$ cat config.mk
export PLATFORM = sky130hd
export DESIGN_NAME = mem_bus_arbiter
export DESIGN_NICKNAME = d
export VERILOG_FILES = /design/src/rtl/mem_bus_arbiter.sv
export SDC_FILE = /design/constraint.sdc
export NUM_CORES = 1
export LEC_CHECK = 0
export ABC_AREA = 0
export CORE_MARGIN = 3
export CORE_UTILIZATION = 41
export DETAILED_ROUTE_END_ITERATION = 8
export HOLD_SLACK_MARGIN = 0.15
export PLACE_DENSITY = 0.84
export RECOVER_POWER = 100
export SLEW_MARGIN = 20
export SYNTH_ARGS = -nofsm -noshare
export SYNTH_HDL_FRONTEND = slang
export SYNTH_SLANG_ARGS = --single-unit
$ cat constraint.sdc
create_clock -name clk -period 2 [get_ports clk]
set_input_delay 0.4 -clock clk [delete_from_list [all_inputs] [get_ports clk]]
set_output_delay 0.4 -clock clk [all_outputs]
set_load 0.02 [all_outputs]
$ cat src/rtl/mem_bus_arbiter.sv
// Two-port (CPU / DMA) arbiter in front of a single-port memory with a fixed
// issue/wait/complete sequence. Define ROUND_ROBIN_EN for round-robin arbitration.
module mem_bus_arbiter #(
    parameter int ADDR_W      = 16,
    parameter int DATA_W      = 8,
    parameter int MEM_LATENCY = 1
) (
    input  logic              clk,
    input  logic              rst_n,
    input  logic              cpu_req,
    input  logic              cpu_rW,
    input  logic [ADDR_W-1:0] cpu_addr,
    input  logic [DATA_W-1:0] cpu_wdata,
    output logic              cpu_ack,
    output logic [DATA_W-1:0] cpu_rdata,
    input  logic              dma_req,
    input  logic              dma_rW,
    input  logic [ADDR_W-1:0] dma_addr,
    input  logic [DATA_W-1:0] dma_wdata,
    output logic              dma_ack,
    output logic [DATA_W-1:0] dma_rdata,
    output logic [ADDR_W-1:0] mem_address,
    output logic              mem_rW,
    output logic [DATA_W-1:0] mem_wdata,
    output logic              mem_en,
    input  logic [DATA_W-1:0] mem_rdata,
    output logic              owner,
    output logic              busy
);

    typedef enum logic [1:0] {IDLE, ISSUE, WAIT, DONE} state_e;

    localparam int CNT_W = 3;

    state_e            state_q, state_d;
    logic [CNT_W-1:0]  cnt_q, cnt_d;
    logic [ADDR_W-1:0] mem_address_q, mem_address_d;
    logic              mem_rW_q, mem_rW_d;
    logic [DATA_W-1:0] mem_wdata_q, mem_wdata_d;
    logic              mem_en_q, mem_en_d;
    logic              owner_q, owner_d;
    logic              cpu_ack_q, cpu_ack_d;
    logic              dma_ack_q, dma_ack_d;
    logic [DATA_W-1:0] cpu_rdata_q, cpu_rdata_d;
    logic [DATA_W-1:0] dma_rdata_q, dma_rdata_d;
    logic              grant_dma;

`ifdef ROUND_ROBIN_EN
    logic last_q, last_d;  // last grant: 1 = DMA

    assign grant_dma = (cpu_req && dma_req) ? ~last_q : dma_req;
`else
    assign grant_dma = dma_req & ~cpu_req;
`endif

    always_comb begin
        // NOTE: every _d starts from its _q (or an explicit idle value) so no path infers a latch.
        state_d       = state_q;
        cnt_d         = cnt_q;
        mem_address_d = mem_address_q;
        mem_rW_d      = mem_rW_q;
        mem_wdata_d   = mem_wdata_q;
        mem_en_d      = 1'b0;
        owner_d       = owner_q;
        cpu_ack_d     = 1'b0;
        dma_ack_d     = 1'b0;
        cpu_rdata_d   = cpu_rdata_q;
        dma_rdata_d   = dma_rdata_q;
`ifdef ROUND_ROBIN_EN
        last_d        = last_q;
`endif
        case (state_q)
            IDLE: begin
                if (cpu_req || dma_req) begin
                    owner_d       = grant_dma;
                    mem_address_d = grant_dma ? dma_addr  : cpu_addr;
                    mem_rW_d      = grant_dma ? dma_rW    : cpu_rW;
                    mem_wdata_d   = grant_dma ? dma_wdata : cpu_wdata;
                    mem_en_d      = 1'b1;
                    state_d       = ISSUE;
`ifdef ROUND_ROBIN_EN
                    last_d        = grant_dma;
`endif
                end
            end
            ISSUE: begin
                cnt_d   = CNT_W'(MEM_LATENCY);
                state_d = WAIT;
            end
            WAIT: begin
                cnt_d = cnt_q - 1'b1;
                // Count of 1 marks cycle ISSUE+MEM_LATENCY, where mem_rdata is valid.
                if (cnt_q == CNT_W'(1)) begin
                    if (mem_rW_q) begin
                        if (owner_q) dma_rdata_d = mem_rdata;
                        else         cpu_rdata_d = mem_rdata;
                    end
                    cpu_ack_d = ~owner_q;
                    dma_ack_d = owner_q;
                    state_d   = DONE;
                end
            end
            DONE:    state_d = IDLE;
            default: state_d = IDLE;
        endcase
    end

    // NOTE: state is updated only with non-blocking assignments so every flop samples pre-edge values.
    always_ff @(posedge clk or negedge rst_n) begin
        if (!rst_n) begin
            state_q       <= IDLE;
            cnt_q         <= '0;
            mem_address_q <= '0;
            mem_rW_q      <= 1'b1;
            mem_wdata_q   <= '0;
            mem_en_q      <= 1'b0;
            owner_q       <= 1'b0;
            cpu_ack_q     <= 1'b0;
            dma_ack_q     <= 1'b0;
            cpu_rdata_q   <= '0;
            dma_rdata_q   <= '0;
`ifdef ROUND_ROBIN_EN
            last_q        <= 1'b1;
`endif
        end else begin
            state_q       <= state_d;
            cnt_q         <= cnt_d;
            mem_address_q <= mem_address_d;
            mem_rW_q      <= mem_rW_d;
            mem_wdata_q   <= mem_wdata_d;
            mem_en_q      <= mem_en_d;
            owner_q       <= owner_d;
            cpu_ack_q     <= cpu_ack_d;
            dma_ack_q     <= dma_ack_d;
            cpu_rdata_q   <= cpu_rdata_d;
            dma_rdata_q   <= dma_rdata_d;
`ifdef ROUND_ROBIN_EN
            last_q        <= last_d;
`endif
        end
    end

    assign mem_address = mem_address_q;
    assign mem_rW      = mem_rW_q;
    assign mem_wdata   = mem_wdata_q;
    assign mem_en      = mem_en_q;
    assign owner       = owner_q;
    assign cpu_ack     = cpu_ack_q;
    assign dma_ack     = dma_ack_q;
    assign cpu_rdata   = cpu_rdata_q;
    assign dma_rdata   = dma_rdata_q;
    assign busy        = (state_q != IDLE);

endmodule

==> metrics.yaml, run 1 <==
sta:
  worstMarginPinSlew_ns: 1.24
  rsz0062_at_grt: "false"
  fin_crit_sh: 0.935
  hold_slack_ns: 0.480
  min_period_ns: 1.87
  slew_headroom: 0.175
  max_freq_mhz: 535
  hold_viol: 0
  finalSetupViolCount: 0
  clock_skew_ns: 0.00388
  setup_tns_ns: 0
  finalMaxSlewViolations: 0
final_layout:
  fillCellCount: 417
  final_common_cell: "clkdlybuf4s50_1"
  final_cell_mix: "60 x clkdlybuf4s50_1, 49 x dfrtp_1, 46 x dlygate4sd3_1"
  diodes: 0
  postLayoutCoreUtil: 0.666
  design_area_um2: 3490
  final_nets: 364
  syn_to_final_growth_pct: 53.7
  drive_above_1_share: 0.0909
floorplan:
  start_util: 0.433
  die_y_um: 80.4
  dieArea_um2: 6460
  fp-row-count: 26
  die_x_um: 80.4
  pin_count: 108
  core_um2: 5240
route:
  firstDrtPassIters: 4
  drc: 0
  drtAntennaViolNets: 0
  wl_per_cell_um: 14.3
  routed_wl_um: 5260
  viasPerCell: 4.81
  first_iter_violations: 67
  dr_total_vias: 1766
worst_setup_path:
  crit_family: "buffers and inverters"
  worstPathRequired_ns: 1.60
  critPathBufInv: 1
  path_cells: "clkdlybuf4s50_1"
  r2r_slack_ns: 0.29
  crit_slowest_cell: "clkdlybuf4s50_1"
  criticalPathCategory: "reg2out"
  r2r_start: "state_q[0]$_DFFE_PN0P_"
  cp_slowest_stage_delay_ns: 0.61
  startpoint_type: "flop"
  cp.depth: 1
  crit_start: "mem_rW$_DFFE_PN1P_"
  worstPathMaxFanout: 3
  worst_ep_arrival_time_ns: 1.47
  ff2ff_path_depth: 5
  endpoint_kind: "output pin"
  reg2reg_to: "cpu_rdata[5]$_DFFE_PN0P_"
  crit_path_end: "mem_rW"
clock_network:
  cts.htree.levels: 2
  clk_pin_slew_ns: 0.09
  clk_latency_ns: 0.29
  cts_tree: "done"
  post_cts_buffers: 0
  clock_tree.root_cell: "clkbuf_8"
  cts.sinks: 50
  cts_buffers: 5
  cts_buffer_depth: 2
place:
  portBuffers: 107
  hpwlAfterDp_um: 4060
  gp_congestion: 0.720
  place_area_um2: 3440
worst_hold_path:
  hold_class: "reg2reg"
logic_synthesis:
  avgSynthCellArea_um2: 12.2
  synth-compound-area-share: 0.0799
  synth_top_family_by_area: "multiplexers"
  synthTopCellsByArea: "dfrtp_1 54%, mux2i_1 11%, o21ai_0 6.0%"
  yosysWarnings: 0
  synthMuxAreaShare: 0.208
  synthSimpleGateAreaFrac: 0.0860
  ys_ff_latch: 50
  ys_types: 26
  synth_adder_area_share: 0.0331
  netlist_instances: 186
  synth_top_area_frac: 0.540
  synth_xor_area_frac: 0
  syn-num-nets: 254
  yosys.area.top_type: "dfrtp_1"
  syn_area_um2: 2270
  yosysSeqAreaShare: 0.552
power_and_ir_drop:
  power.density_nw_per_um2: 1370
  p_leak_uw: 0.00155
  p_total_uw: 4790
  irDropWorstVdd_mv: 0.893
global_route:
  overflow: 0
  grt_use_total: 0.173
  grt_pass1_vias: 1748
  antenna_found_initial: 0
  grt_pass1_wl_um: 8660
  grt_max_degree: 52
run:
  cap_violations: 0
status:
  outcome: "completed"
-- cells in the mapped netlist --
library cell	n
a21oi_1	3
and2b_1	1
and2b_2	1
and3_1	2
buf_6	4
clkbuf_1	5
dfrtp_1	49
dfstp_2	1
ha_1	6
inv_1	8
mux2_2	9
mux2_4	8
mux2i_1	25
nand2_1	25
nand3_1	1
nand3b_1	2
nand4b_4	1
nor2_2	1
nor3b_1	1
o21a_1	1
o21ai_0	27
o21ai_1	1
o2bb2ai_1	1
o32a_1	1
or2_1	1
or2b_2	1
-- repair_timing --
| action | in CTS | in global routing |
|---|---|---|
| setup endpoints to repair | 1 | 1 |
| gates resized for setup | 1 | 1 |
| hold buffers | 1 | 0 |
| endpoints found under the hold margin | 19 | 0 |
| pin swaps | 0 | 0 |
| cloned | 0 | 0 |
-- per-layer routing --
layer,share of wire,track usage
met5,0,0
met1,0.41,0.219
met3,0.085,0.0538
met2,0.50,0.286
met4,0.0099,0.0456
-- cell families (layout without fill, tap and decap cells) --
family                   count (synthesis)  count (layout)
multiplexers                            42              42
buffers and inverters                   17             128
flip-flops                              50              50
AO/OA/AOI/OAI                           34              34
adder cells (fa/ha/maj)                  6               6
AND/OR/NAND/NOR                         37              37
-- state kept, by name, indices dropped and copies added, names as in the netlist, 2 cells and up --
signal       cells
cnt_q            3
mem_address     16
state_q          2
mem_wdata        8
dma_rdata        8
cpu_rdata        8
-- power by group --
group / leakage (µW) / internal, µW / total, µW / switching [µW]
clock network: 0.0000482 / 279 / 593 / 313
logic: 0.000888 / 1150 / 2450 / 1290
registers: 0.000611 / 1500 / 1750 / 250
-- worst min-delay path by stage --
stage,to,cells past startpoint,from,slack [ns]
final,mem_address[7]$_DFFE_PN0P_,2,mem_address[7]$_DFFE_PN0P_,0.48
after global placement,dma_rdata[0]$_DFFE_PN0P_,1,rst_n,0.40
after floorplan,cnt_q[0]$_DFFE_PN0P_,0,rst_n,0.10
after CTS,mem_address[7]$_DFFE_PN0P_,2,mem_address[7]$_DFFE_PN0P_,0.49
after detailed placement,dma_rdata[0]$_DFFE_PN0P_,1,rst_n,0.40
after global routing,dma_rdata[2]$_DFFE_PN0P_,1,dma_rdata[2]$_DFFE_PN0P_,0.52
-- final cells by class --
cell class                      count  area [µm²]  share of cell area
Tap cell                           70        87.6              0.0251
Sequential cell                    50        1250               0.359
Inverter                            8        30.0             0.00861
Clock inverter                      1        5.00             0.00143
Timing Repair Buffer              112        1130               0.324
Multi-Input combinational cell    119         898               0.258
Clock buffer                        7        86.3              0.0247
-- metrics by stage --
stage | setup WS, ns | std cells
2_1_floorplan | 0.444 | 186
4_1_cts | 0.0831 | 367
5_1_grt | 0.0545 | 367
3_5_place_dp | 0.144 | 358
3_3_place_gp | 0.208 | 358
6_report | 0.131 | 367
Note: power is estimated with default switching activity, not from simulation.
==> inputs of run 2 (changes only) <==
--- a/config.mk
+++ b/config.mk
@@ -7,10 +7,11 @@
 export LEC_CHECK = 0
 export ABC_AREA = 0
 export CORE_MARGIN = 3
-export CORE_UTILIZATION = 41
+export CORE_UTILIZATION = 50
 export DETAILED_ROUTE_END_ITERATION = 8
+export DONT_BUFFER_PORTS = 1
 export HOLD_SLACK_MARGIN = 0.15
-export PLACE_DENSITY = 0.84
+export PLACE_DENSITY = 0.69
 export RECOVER_POWER = 100
 export SLEW_MARGIN = 20
 export SYNTH_ARGS = -nofsm -noshare
==> metrics.yaml, run 2 (same netlist as run 1, synthesis figures left out) <==
final_layout:
  fillCellCount: 360
  largest_reg_flops: 16
  final_cell_mix: "49 x dfrtp_1, 28 x o21ai_0, 25 x mux2i_1, 25 x nand2_1, 9 x mux2_2"
  diodes: 0
  layout.cells.non_filler: 239
  drive_above_1_share: 0.122
  multi_input_area_um2: 878
  register_area_um2: 1250
  postLayoutCoreUtil: 0.570
  final_nets: 256
  syn_to_final_growth_pct: 4.85
  final_common_cell: "dfrtp_1"
floorplan:
  start_util: 0.544
  fp-row-count: 23
  die_x_um: 73.4
  die_y_um: 73.4
  core_um2: 4170
  pin_count: 108
  dieArea_um2: 5380
sta:
  min_period_ns: 1.80
  slew_headroom: 0.188
  finalSetupViolCount: 0
  clock_skew_ns: 0.00572
  setup_ws_ns: 0.203
  setup_tns_ns: 0
  fin_crit_sh: 0.898
  max_freq_mhz: 557
  worstMarginPinSlew_ns: 1.22
  rsz0062_at_grt: "false"
  hold_viol: 0
  finalMaxSlewViolations: 0
  hold_slack_ns: 0.185
global_route:
  grt_pass1_vias: 1441
  antenna_found_initial: 0
  overflow: 0
  grt_max_degree: 52
  grt_use_total: 0.173
  grt_pass1_wl_um: 7180
worst_setup_path:
  worstPathRequired_ns: 2.18
  startpoint_type: "flop"
  worstPathMaxFanout: 8
  criticalPathCategory: "reg2reg"
  r2r_slack_ns: 0.20
  r2r_start: "mem_rW$_DFFE_PN1P_"
  endpoint_kind: "flop"
  crit_start: "mem_rW$_DFFE_PN1P_"
  worst_ep_arrival_time_ns: 1.98
clock_network:
  clock_tree.root_cell: "clkbuf_8"
  cts.sinks: 50
  cts_buffer_depth: 2
  cts_buffers: 5
  clk_latency_ns: 0.30
  cts_tree: "done"
  post_cts_buffers: 0
  cts.htree.levels: 2
  clk_pin_slew_ns: 0.09
worst_hold_path:
  hold_class: "in2reg"
  hp-start: "cpu_req"
route:
  firstDrtPassIters: 4
  routed_wl_um: 4520
  first_iter_violations: 52
  dr_total_vias: 1369
  drtAntennaViolNets: 0
  viasPerCell: 5.73
  wl_per_cell_um: 18.9
  drc: 0
status:
  outcome: "completed"
place:
  hpwlAfterDp_um: 3430
  place_ws_ns: 0.249
  gp_congestion: 0.718
  dp_cells: 229
  portBuffers: 0
run:
  cap_violations: 0
power_and_ir_drop:
  p_leak_uw: 0.00108
  irDropWorstVdd_mv: 0.882
  power.density_nw_per_um2: 1720
run 2: cell types whose count changed in the layout (fill, tap and decap cells not counted), sizes merged:
cell | previous run | this run
clkinvlp | 0 | 2
clkinv | 1 | 0
dlygate4sd2 | 1 | 0
bufinv | 0 | 1
buf | 3 | 2
clkdlybuf4s50 | 60 | 0
clkbuf | 9 | 6
dlygate4sd3 | 46 | 1
run 2: worst paths after layout:
check	end	cells after the start
setup / recovery	cpu_rdata[6]$_DFFE_PN0P_	3
hold / removal	owner$_DFFE_PN0P_	1
setup reg to reg	cpu_rdata[6]$_DFFE_PN0P_	3
hold reg to reg	state_q[0]$_DFFE_PN0P_	1
max in group asynchronous	mem_address[2]$_DFFE_PN0P_	2
min in group asynchronous	dma_rdata[0]$_DFFE_PN0P_	2
run 2: layer usage:
metal / part of all wire / vias up / routed length (µm) / global-route usage
met3: 0.092 / 6 / 415 / 0.0561
met4: 0.010 / 0 / 46 / 0.0483
met2: 0.53 / 62 / 2410 / 0.301
met1: 0.36 / 664 / 1650 / 0.206
li1: - / 637 / - / -
met5: 0 / - / 0 / 0
run 2: per-stage QoR:
step	power, µW	cell area (µm²)
after floorplan	3220	2270
after global placement	3430	2300
after detailed placement	3540	2300
after CTS	4270	2450
after global routing	4390	2380
final	4100	2380
run 2: where the power goes:
group	internal [µW]	leakage (µW)	switching, µW
logic	455	0.000414	534
registers	1500	0.000610	908
clock network	372	0.0000504	333
total	2320	0.00108	1780
run 2: cell type report:
class | instances | share of cell area
multi-input combinational | 119 | 0.369
sequential | 50 | 0.526
clock buffer | 5 | 0.0289
inverter | 8 | 0.0126
clock inverter | 3 | 0.0189
timing repair buffer | 4 | 0.0179
tap | 50 | 0.0263
run 2: repair_timing:
item	in CTS	in global routing
gates resized for setup	0	0
endpoints found under the hold margin	50	0
hold buffers	2	0
run 2: worst max-delay path, cell delays in order (launching register included):
cell and delay, ns:
dfstp_1 0.70, nand4b_1 0.19, nor2_2 0.39, mux2_2 0.40
==> inputs of run 3 (changes only) <==
--- a/config.mk
+++ b/config.mk
@@ -5,7 +5,7 @@
 export SDC_FILE = /design/constraint.sdc
 export NUM_CORES = 1
 export LEC_CHECK = 0
-export ABC_AREA = 0
+export ABC_AREA = 1
 export CORE_MARGIN = 3
 export CORE_UTILIZATION = 50
 export DETAILED_ROUTE_END_ITERATION = 8
==> metrics.yaml, run 3 <==
status:
  outcome: "completed"
route:
  firstDrtPassIters: 4
  wl_per_cell_um: 13.4
  first_iter_violations: 59
  routed_wl_um: 5190
  viasPerCell: 5.07
  drc: 0
  drtAntennaViolNets: 0
  dr_total_vias: 1956
worst_setup_path:
  r2r_start: "mem_rW$_DFFE_PN1P_"
  worstPathRequired_ns: 1.60
  criticalPathCategory: "reg2out"
  reg2reg_to: "dma_rdata[5]$_DFFE_PN0P_"
  r2r_slack_ns: 0.43
  worst_ep_arrival_time_ns: 1.22
  worstPathMaxFanout: 4
  startpoint_type: "flop"
  ff2ff_path_depth: 4
  endpoint_kind: "output pin"
clock_network:
  post_cts_resized: 0
  clk_pin_slew_ns: 0.09
  cts_buffers: 5
  cts.sinks: 50
  cts.htree.levels: 2
  cts_buffer_depth: 2
  clk_latency_ns: 0.30
  cts_tree: "done"
  clock_tree.root_cell: "clkbuf_8"
sta:
  fin_crit_sh: 0.812
  setup_ws_ns: 0.375
  slew_headroom: 0.539
  setup_tns_ns: 0
  worstMarginPinSlew_ns: 0.689
  clock_skew_ns: 0.00733
  hold_viol: 0
  finalSetupViolCount: 0
  finalMaxSlewViolations: 0
  rsz0062_at_grt: "false"
  min_period_ns: 1.62
  max_freq_mhz: 615
logic_synthesis:
  syn-num-nets: 389
  synth_adder_area_share: 0.0304
  ys.flop_type: "dfrtp_1"
  synth_xor_area_frac: 0
  netlist_instances: 321
  synth-compound-area-share: 0.0411
  avgSynthCellArea_um2: 7.69
  synth_commonest_cells: "179 x nand2_1, 49 x dfrtp_1, 28 x nand3_1, 18 x inv_1, 8 x o21bai_1"
  yosysSeqAreaShare: 0.508
  async_reset_ff_frac: 1.00
  synthTopCellsByArea: "dfrtp_1 50%, nand2_1 27%, nand3_1 5.7%"
  synth_top_family_by_area: "simple AND/OR/NAND/NOR gates"
  synth_top_area_frac: 0.497
  yosysWarnings: 0
  synth.most_common_cell: "nand2_1"
  ys_ff_latch: 50
  syn_area_um2: 2470
  synthSimpleGateAreaFrac: 0.355
  ys_types: 21
  yosys.area.top_type: "dfrtp_1"
  synthMuxAreaShare: 0
  synth-edff-count: 0
final_layout:
  diodes: 0
  syn_to_final_growth_pct: 5.53
  final_nets: 389
  drive_above_1_share: 0.0592
  final_common_cell: "nand2_1"
  largest_reg_flops: 16
  final_cell_mix: "179 x nand2_1, 49 x dfrtp_1, 28 x nand3_1"
power_and_ir_drop:
  comb_power_share: 0.298
  irDropWorstVdd_mv: 0.602
  p_leak_uw: 0.00143
  internal_power_uw: 2190
  switching_share: 0.475
  seqPwrFrac: 0.566
  clockPowerShare: 0.136
  p_sw_uw: 1970
  power.density_nw_per_um2: 1600
worst_hold_path:
  hold_end: "dma_rdata[4]$_DFFE_PN0P_"
  hp-start: "mem_rdata[4]"
  hold_depth: 2
  hold_class: "in2reg"
global_route:
  overflow: 0
  grt_pass1_wl_um: 8740
  antenna_found_initial: 0
  grt_use_total: 0.184
  grt_pass1_vias: 1878
  grt_max_degree: 51
floorplan:
  die_y_um: 76.2
  fp-row-count: 24
  die_x_um: 76.2
  pin_count: 108
  start_util: 0.541
  dieArea_um2: 5810
  core_um2: 4560
place:
  portBuffers: 0
  hpwlAfterDp_um: 3670
  place_ws_ns: 0.455
  gp_congestion: 0.807
run:
  cap_violations: 0
-- run 3: changes by cell type in the layout (fill, tap and decap cells not counted), sizes merged, moves of 2 or more --
cell    before  now
nand2       25  180
nand3        1   29
mux2i       25    0
o21ai       28    6
mux2        17    0
inv          8   21
o21bai       0    8
nor2         1    7
a21oi        3    0
and2b        2    0
and3         2    0
nand3b       2    0
nor3         0    2
-- run 3: metrics by stage --
| step | total power [µW] | area (µm²) | hold WS, ns | instances | util |
|---|---|---|---|---|---|
| 5_1_grt | 4530 | 2600 | 0.192 | 386 | 0.570 |
| 4_1_cts | 4230 | 2600 | 0.204 | 386 | 0.570 |
| 3_3_place_gp | 3580 | 2480 | 0.106 | 377 | 0.544 |
| 3_5_place_dp | 3620 | 2480 | 0.106 | 377 | 0.544 |
| 6_report | 4160 | 2600 | 0.213 | 386 | 0.570 |
| 2_1_floorplan | 3350 | 2470 | 0.104 | 321 | - |
-- run 3: repair_timing --
item | in CTS | in global routing
hold buffers | 2 | 0
buffers inserted | 0 | 0
hold endpoints to repair | 50 | 0
-- run 3: cell type report --
type	instances	area, µm²
clock buffers	5	68.8
well taps	65	81.3
inverters	21	81.3
fillers	434	1960
repair buffers	4	52.6
clock inverters	2	15.0
flip-flops and latches	50	1250
multi-input cells	239	1050
-- run 3: worst max-delay path by stage --
| stage | from | end | cells after the start |
|---|---|---|---|
| floorplan | state_q[0]$_DFFE_PN0P_ | cpu_rdata[0]$_DFFE_PN0P_ | 6 |
| global placement | dma_req | mem_wdata[4]$_DFFE_PN0P_ | 4 |
| detailed placement | state_q[1]$_DFFE_PN0P_ | mem_wdata[3]$_DFFE_PN0P_ | 6 |
| CTS | state_q[0]$_DFFE_PN0P_ | busy | 3 |
| global route | mem_rW$_DFFE_PN1P_ | dma_rdata[5]$_DFFE_PN0P_ | 4 |
| finish | state_q[0]$_DFFE_PN0P_ | busy | 3 |
-- run 3: layer usage --
metal,track usage,vias to the layer above,wire length (µm)
met5,0,-,0
met4,0.0543,0,57
met3,0.0556,6,474
met2,0.325,79,2500
met1,0.214,889,2150
li1,-,982,-
-- run 3: kinds of logic after synthesis --
family | after synthesis
fa+ha+maj | 6
simple gates | 219
compound gates | 14
buf+inv | 32
flops | 50
-- run 3: worst max-delay path: stages (launching register included) --
cell and delay (ns):
dfrtp_1 0.39, inv_1 0.12, ha_1 0.26, inv_1 0.16
-- run 3: power groups by stage --
stage	clock (µW)	combinational, µW	sequential [µW]
final	568	1240	2350
after detailed placement	0	1230	2390
after CTS	587	1270	2370
after floorplan	0	1080	2270
after global placement	0	1190	2390
after global routing	635	1480	2410
